[src/rtl/dat_mem_pkg.sv]
// -----------------------------------------------------------------------------
// dat_mem_pkg
// Shared types and constants for the data-memory controller.
//   op_t     : core request opcode (encoding matches the req_op port)
//   state_t  : controller FSM states
//   SP_*_DEF : default stack pointer reset value and full marker
//   MASK_*   : reserved mask-constant region that the stack must never reach
// -----------------------------------------------------------------------------
package dat_mem_pkg;

  typedef enum logic [1:0] {
    OP_LOAD  = 2'd0,
    OP_STORE = 2'd1,
    OP_PUSH  = 2'd2,
    OP_POP   = 2'd3
  } op_t;

  typedef enum logic [1:0] {
    IDLE   = 2'd0,
    ACCESS = 2'd1,
    RESP   = 2'd2
  } state_t;

  localparam logic [7:0] SP_INIT_DEF  = 8'hFF;
  localparam logic [7:0] SP_LIMIT_DEF = 8'h80;

  localparam logic [7:0] MASK_LO = 8'd60;
  localparam logic [7:0] MASK_HI = 8'd64;

endpackage

[src/rtl/dat_mem_ctrl_stack_ptr.sv]
// -----------------------------------------------------------------------------
// stack_ptr
// Hardware stack pointer for a downward-growing stack.
//   clk, rst_n : clock, asynchronous active-low reset (sp <= SP_INIT)
//   inc        : pop strobe, sp <= sp + 1
//   dec        : push strobe, sp <= sp - 1
//   sp         : current stack pointer (next free slot)
//   push_addr  : address the next PUSH writes (sp)
//   pop_addr   : address the next POP reads (sp + 1, modulo 2^AW)
//   full       : sp has reached SP_LIMIT
//   empty      : sp is at SP_INIT
// -----------------------------------------------------------------------------
module stack_ptr #(
  parameter int            AW       = 8,
  parameter logic [AW-1:0] SP_INIT  = AW'(dat_mem_pkg::SP_INIT_DEF),
  parameter logic [AW-1:0] SP_LIMIT = AW'(dat_mem_pkg::SP_LIMIT_DEF)
) (
  input  logic          clk,
  input  logic          rst_n,
  input  logic          inc,
  input  logic          dec,
  output logic [AW-1:0] sp,
  output logic [AW-1:0] push_addr,
  output logic [AW-1:0] pop_addr,
  output logic          full,
  output logic          empty
);

  always_ff @(posedge clk or negedge rst_n) begin
    if (!rst_n) begin
      sp <= SP_INIT;
    end else if (dec) begin
      sp <= sp - 1'b1;
    end else if (inc) begin
      sp <= sp + 1'b1;
    end
  end

  assign push_addr = sp;
  assign pop_addr  = sp + 1'b1;
  assign full      = (sp == SP_LIMIT);
  assign empty     = (sp == SP_INIT);

endmodule

[src/rtl/dat_mem_ctrl.sv]
// -----------------------------------------------------------------------------
// dat_mem_ctrl
// Requester-side controller for a 256 x 8 data memory with a hardware stack.
// One request at a time: IDLE (accept) -> ACCESS (memory cycle) -> RESP.
//   clk, rst_n          : clock, asynchronous active-low reset
//   req_valid/req_ready : core request handshake
//   req_op              : 0=LOAD 1=STORE 2=PUSH 3=POP
//   req_addr, req_wdata : LOAD/STORE address, STORE/PUSH data
//   rsp_valid/rsp_ready : response handshake
//   rsp_data, rsp_err   : read or written data, stack over/underflow flag
//   sp_out              : current stack pointer
//   mem_addr, mem_wr_en, mem_wdata : memory request side
//   mem_rdata           : combinational memory read data
// -----------------------------------------------------------------------------
module dat_mem_ctrl
  import dat_mem_pkg::*;
#(
  parameter int            AW       = 8,
  parameter int            DW       = 8,
  parameter logic [AW-1:0] SP_INIT  = AW'(SP_INIT_DEF),
  parameter logic [AW-1:0] SP_LIMIT = AW'(SP_LIMIT_DEF)
) (
  input  logic          clk,
  input  logic          rst_n,
  input  logic          req_valid,
  output logic          req_ready,
  input  logic [1:0]    req_op,
  input  logic [AW-1:0] req_addr,
  input  logic [DW-1:0] req_wdata,
  output logic          rsp_valid,
  input  logic          rsp_ready,
  output logic [DW-1:0] rsp_data,
  output logic          rsp_err,
  output logic [AW-1:0] sp_out,
  output logic [AW-1:0] mem_addr,
  output logic          mem_wr_en,
  output logic [DW-1:0] mem_wdata,
  input  logic [DW-1:0] mem_rdata
);

  state_t        state, state_nxt;
  op_t           req_op_e;
  op_t           op_q;
  logic          err_q, err_nxt;
  logic [AW-1:0] ea_q, ea_nxt;
  logic [DW-1:0] wdata_q;
  logic [DW-1:0] rsp_data_nxt;
  logic          hs;
  logic          sp_inc, sp_dec;
  logic [AW-1:0] push_addr, pop_addr;
  logic          full, empty;

  stack_ptr #(
    .AW       (AW),
    .SP_INIT  (SP_INIT),
    .SP_LIMIT (SP_LIMIT)
  ) u_stack_ptr (
    .clk       (clk),
    .rst_n     (rst_n),
    .inc       (sp_inc),
    .dec       (sp_dec),
    .sp        (sp_out),
    .push_addr (push_addr),
    .pop_addr  (pop_addr),
    .full      (full),
    .empty     (empty)
  );

  assign req_op_e  = op_t'(req_op);
  assign req_ready = (state == IDLE);
  assign rsp_valid = (state == RESP);
  assign hs        = req_valid && req_ready;

  // The latched effective address drives the memory directly, so it holds
  // its value outside ACCESS.
  assign mem_addr  = ea_q;
  assign mem_wdata = wdata_q;

  // ---- request stage: effective address and stack error at acceptance ----
  always_comb begin
    ea_nxt  = req_addr;
    err_nxt = 1'b0;
    case (req_op_e)
      OP_PUSH: begin
        ea_nxt  = push_addr;
        err_nxt = full;
      end
      OP_POP: begin
        ea_nxt  = pop_addr;
        err_nxt = empty;
      end
      default: ;
    endcase
  end

  always_comb begin
    state_nxt = state;
    case (state)
      IDLE:    if (hs) state_nxt = ACCESS;
      ACCESS:  state_nxt = RESP;
      RESP:    if (rsp_ready) state_nxt = IDLE;
      default: state_nxt = IDLE;
    endcase
  end

  // ---- access stage: memory strobes, response data, stack pointer move ----
  // Errored stack ops neither write nor move sp and return zero data.
  always_comb begin
    mem_wr_en    = 1'b0;
    sp_inc       = 1'b0;
    sp_dec       = 1'b0;
    rsp_data_nxt = '0;
    if (state == ACCESS) begin
      case (op_q)
        OP_LOAD: rsp_data_nxt = mem_rdata;
        OP_STORE: begin
          mem_wr_en    = 1'b1;
          rsp_data_nxt = wdata_q;
        end
        OP_PUSH: if (!err_q) begin
          mem_wr_en    = 1'b1;
          sp_dec       = 1'b1;
          rsp_data_nxt = wdata_q;
        end
        OP_POP: if (!err_q) begin
          sp_inc       = 1'b1;
          rsp_data_nxt = mem_rdata;
        end
        default: ;
      endcase
    end
  end

  always_ff @(posedge clk or negedge rst_n) begin
    if (!rst_n) begin
      state    <= IDLE;
      op_q     <= OP_LOAD;
      err_q    <= 1'b0;
      ea_q     <= '0;
      wdata_q  <= '0;
      rsp_data <= '0;
      rsp_err  <= 1'b0;
    end else begin
      state <= state_nxt;
      if (hs) begin
        op_q    <= req_op_e;
        err_q   <= err_nxt;
        ea_q    <= ea_nxt;
        wdata_q <= req_wdata;
      end
      // ---- response stage: captured at the edge closing ACCESS ----
      if (state == ACCESS) begin
        rsp_data <= rsp_data_nxt;
        rsp_err  <= err_q;
      end
    end
  end

endmodule
[config.mk]
export PLATFORM = sky130hd
export DESIGN_NAME = dat_mem_ctrl
export DESIGN_NICKNAME = d
export VERILOG_FILES = /design/src/rtl/dat_mem_pkg.sv /design/src/rtl/dat_mem_ctrl_stack_ptr.sv /design/src/rtl/dat_mem_ctrl.sv
export SDC_FILE = /design/constraint.sdc
export NUM_CORES = 1
export LEC_CHECK = 0
export ABC_AREA = 1
export BUFFER_PORTS_ARGS = -buffer_cell sky130_fd_sc_hd__buf_2
export CELL_PAD_IN_SITES_DETAIL_PLACEMENT = 1
export CELL_PAD_IN_SITES_GLOBAL_PLACEMENT = 2
export CORE_MARGIN = 2
export CORE_UTILIZATION = 30
export CTS_CLUSTER_DIAMETER = 50
export DETAILED_ROUTE_END_ITERATION = 12
export PLACE_DENSITY = 0.92
export SYNTH_ARGS = -nofsm -noshare
export SYNTH_HDL_FRONTEND = slang
export SYNTH_HIERARCHICAL = 1
export SYNTH_SLANG_ARGS = --single-unit
[constraint.sdc]
create_clock -name clk -period 2.7 [get_ports clk]
set_clock_uncertainty 0.05 [all_clocks]
set_input_delay 0.405 -clock clk [delete_from_list [all_inputs] [get_ports clk]]
set_output_delay 0.405 -clock clk [all_outputs]
set_load 0.01 [all_outputs]
==> impl_results.md <==
* Status: complete, no violations
* Via density at 4.588
* Std-Cell Rows at 32
* Max FO, Critical Path at 9
* Fill count at ~1,000
* Root buffer cell: clkbuf_8
* Starting density of the core at 0.3055
* Vias in the first global route at around 2,500
* Met3 Track Usage GR at 0.03615
* Sink Count at 38
* Crit path DAT at about 1.6 ns
* Max-cap check violation count at 0
* Register area share after synthesis at 0.4114
* Worst path slowest cell: dfrtp_1
* RSZ-0062 raised after global routing: false
* Slew @ Worst Pin at 0.8922 ns
* Met2 usage at 0.2984
* Initial antenna violation count at 0
* CTS tree: built
* Initial DRC Count at 48
* CP Capture Type: output port
* Worst path max stage delay at 0.41 ns
* H-tree depth at 2
* Layout cell share with drive strength beyond 1 at 0.2708
* Crit start category: flip-flop
* Max Fclk at between 400 and 500 MHz
* Final period util at 0.7678
* Largest net degree at the start of global routing at 39
* Synth Warn # at 6
* Hpwl dp at 5144 um
* Nets@finish at 421
* Setup TNS at 0 ns
* Synth area leaders: dfrtp_1, nand2_1, dfstp_2
* CTS buffer count at 5
* Final min period at 2.073 ns
* Routed Antenna Nets at 0
* Drt total wl at about 6700 um
* Lkg Pwr at 1.530 nW
* Gate Count Post-Synth at 328
* Final routed DRC violation total at 0
* Clk slew on worst S/H paths at 0.08 ns
* DR WL/cell at 13.71 um
* Grt met1 use at 0.2138
* Overflow after GRT at 0
* Port bufs at 65
* VDD IR max at 293.5 uV
* First-pass GRT wire length at 11,520 um
* Placed cells at 479
* Total GRT Usage at 0.1699
* Endpoints failing setup at 0
* #FFs+latches synth at 38
* Final Slew Violations at 0
* DIE AREA at approximately 8500 sq um
* Syn Nets at ~370
* Reg-to-reg setup timing slack at about 0.76 ns
* WS Path Type: flip-flop to output port
* Vias at 2,230
* Die X-Extent at 92.24 um
* Syn Area/Cell at 7.122 sq um
* Unique masters post-synth at 29
* Final hold viol count at 0
* Req. time, crit path at 2.25 ns
* Clock Tree Buf Depth at 2
* TritonRoute pass-1 iters at 7
* Clk Latency, worst-skew pair at between 0.2 and 0.3 ns
* Top Usage Layer GRT: met2
* Pwr/cell area at roughly 1100 nW/um^2
* Final non-filler cell total at 486
* Cell taking the most area after synthesis: dfrtp_1
* Worst-path cell chain: inv_1 -> ha_1 -> nand2_1 -> nand2_1 -> nand2_1 -> nor2_1 -> buf_2
* # diodes at 0
* Die Span Y at 92.24 um
* Slew headroom at 0.4052
* # IOs at between 60 and 70
* Synth-to-Final Area Change at 19.12%
* Post-synth top area share at 0.3214
* CP most frequent cell: nand2_1
* Hold_buf cts at 0
* Routability cong. at between 0.8 and 0.9
* Hold/Removal Path Class: primary input to asynchronous set/reset pin
* Cell Area, Synth at 2336 sq um
* Setup bufs post-CTS at 0
* Core area at between 7000 and 8000 sq um
* Resized Gates After CTS at 0
-- where the power goes --
| group | internal [W] | switching, W | total, W |
|---|---|---|---|
| Sequential | 0.000858 | 0.000251 | 0.00111 |
| Clock | 0.000296 | 0.000210 | 0.000506 |
| Combinational | 0.000523 | 0.000956 | 0.00148 |
-- placed cells by master (no fill, tap or decap), drive strengths merged --
| cell type | n |
|---|---|
| o21ai | 18 |
| and2 | 1 |
| o21bai | 1 |
| a21oi | 2 |
| nand4 | 2 |
| nand3b | 1 |
| dfstp | 8 |
| xnor2 | 1 |
| nand3 | 26 |
| ha | 7 |
| clkbuf | 6 |
| inv | 34 |
| bufinv | 1 |
| dfrtp | 30 |
| nor2 | 30 |
| buf | 66 |
| nor3 | 1 |
| xor2 | 3 |
| clkinv | 1 |
| nor4 | 1 |
| nand2 | 144 |
-- worst paths after layout --
kind | start | endpoint | cells past startpoint
setup / recovery | op_q[0]$_DFFE_PN0P_ | mem_wr_en | 7
hold / removal | rst_n | mem_wdata[1]$_DFFE_PN0P_ | 1
setup reg to reg | op_q[0]$_DFFE_PN0P_ | u_stack_ptr/push_addr[3]$_DFFE_PN1P_ | 10
hold reg to reg | mem_addr[2]$_DFFE_PN0P_ | mem_addr[2]$_DFFE_PN0P_ | 2
max in group asynchronous | rst_n | rsp_data[4]$_DFFE_PN0P_ | 1
min in group clk | req_wdata[2] | mem_wdata[2]$_DFFE_PN0P_ | 3
-- sequential cells by signal, indices dropped and copies added, names as in the netlist --
signal and flops:
u_stack_ptr/push_addr 8, mem_wdata 8, mem_addr 8, err_q 1, rsp_data 8, state 2
op_q 2, rsp_err 1
-- synth_stat cells --
master,count
o21ai_0,13
inv_1,28
and2_1,1
nand2_2,4
nand3_2,6
buf_6,3
a21oi_1,2
inv_2,5
clkinv_1,1
buf_4,9
nand2_1,140
clkbuf_2,1
xnor2_1,1
nor4_1,1
nor2_2,5
nor3_1,1
nand4_1,2
o21ai_1,5
xor2_1,3
nand3b_1,1
nand3_1,20
dfstp_2,8
inv_4,1
o21bai_2,1
nor2_1,24
nor2_4,1
ha_1,7
buf_2,4
dfrtp_1,30
-- worst max-delay path: cells and delay by family, from the launching register on --
kind                     cells  cell delay (ns)
adder cells (fa/ha/maj)      1             0.15
buffers and inverters        2             0.26
flip-flops                   1             0.41
AND/OR/NAND/NOR              4             0.49
-- cell families after synthesis --
family / count (synthesis) / synth area share
adder cells (fa/ha/maj): 7 / 0.03749
XOR/XNOR: 4 / 0.01500
buffers and inverters: 52 / 0.1114
AO/OA/AOI/OAI: 21 / 0.04767
AND/OR/NAND/NOR: 206 / 0.3771
flip-flops: 38 / 0.4114
-- through the flow --
| step | total power (W) | setup slack (ns) | hold slack [ns] | instance area [sq um] | util |
|---|---|---|---|---|---|
| after floorplan | 0.002155 | 1.166 | 0.05941 | 2336 | - |
| after global placement | 0.002580 | 0.8990 | 0.4096 | 2670 | 0.3491 |
| after detailed placement | 0.002619 | 0.8234 | 0.4122 | 2670 | 0.3491 |
| after CTS | 0.003141 | 0.5991 | 0.2192 | 2783 | 0.3639 |
| after global routing | 0.003401 | 0.4693 | 0.2492 | 2783 | 0.3639 |
| final | 0.003094 | 0.6270 | 0.1815 | 2783 | 0.3639 |
-- routing by layer --
metal	vias to the layer above	part of all wire
met1	1046	0.46
met2	66	0.48
met5	-	0
met3	8	0.053
li1	1110	-
met4	0	0.012
-- cell type report --
cell class | instances | area, sq um | area share
clock buffers | 6 | 82.58 | 0.02968
multi-input cells | 238 | 1115 | 0.4006
flip-flops and latches | 38 | 960.9 | 0.3453
well taps | 102 | 127.6 | 0.04586
clock inverters | 1 | 30.03 | 0.01079
inverters | 35 | 133.9 | 0.04811
repair buffers | 66 | 332.8 | 0.1196
(Power assumes the default switching activity.)
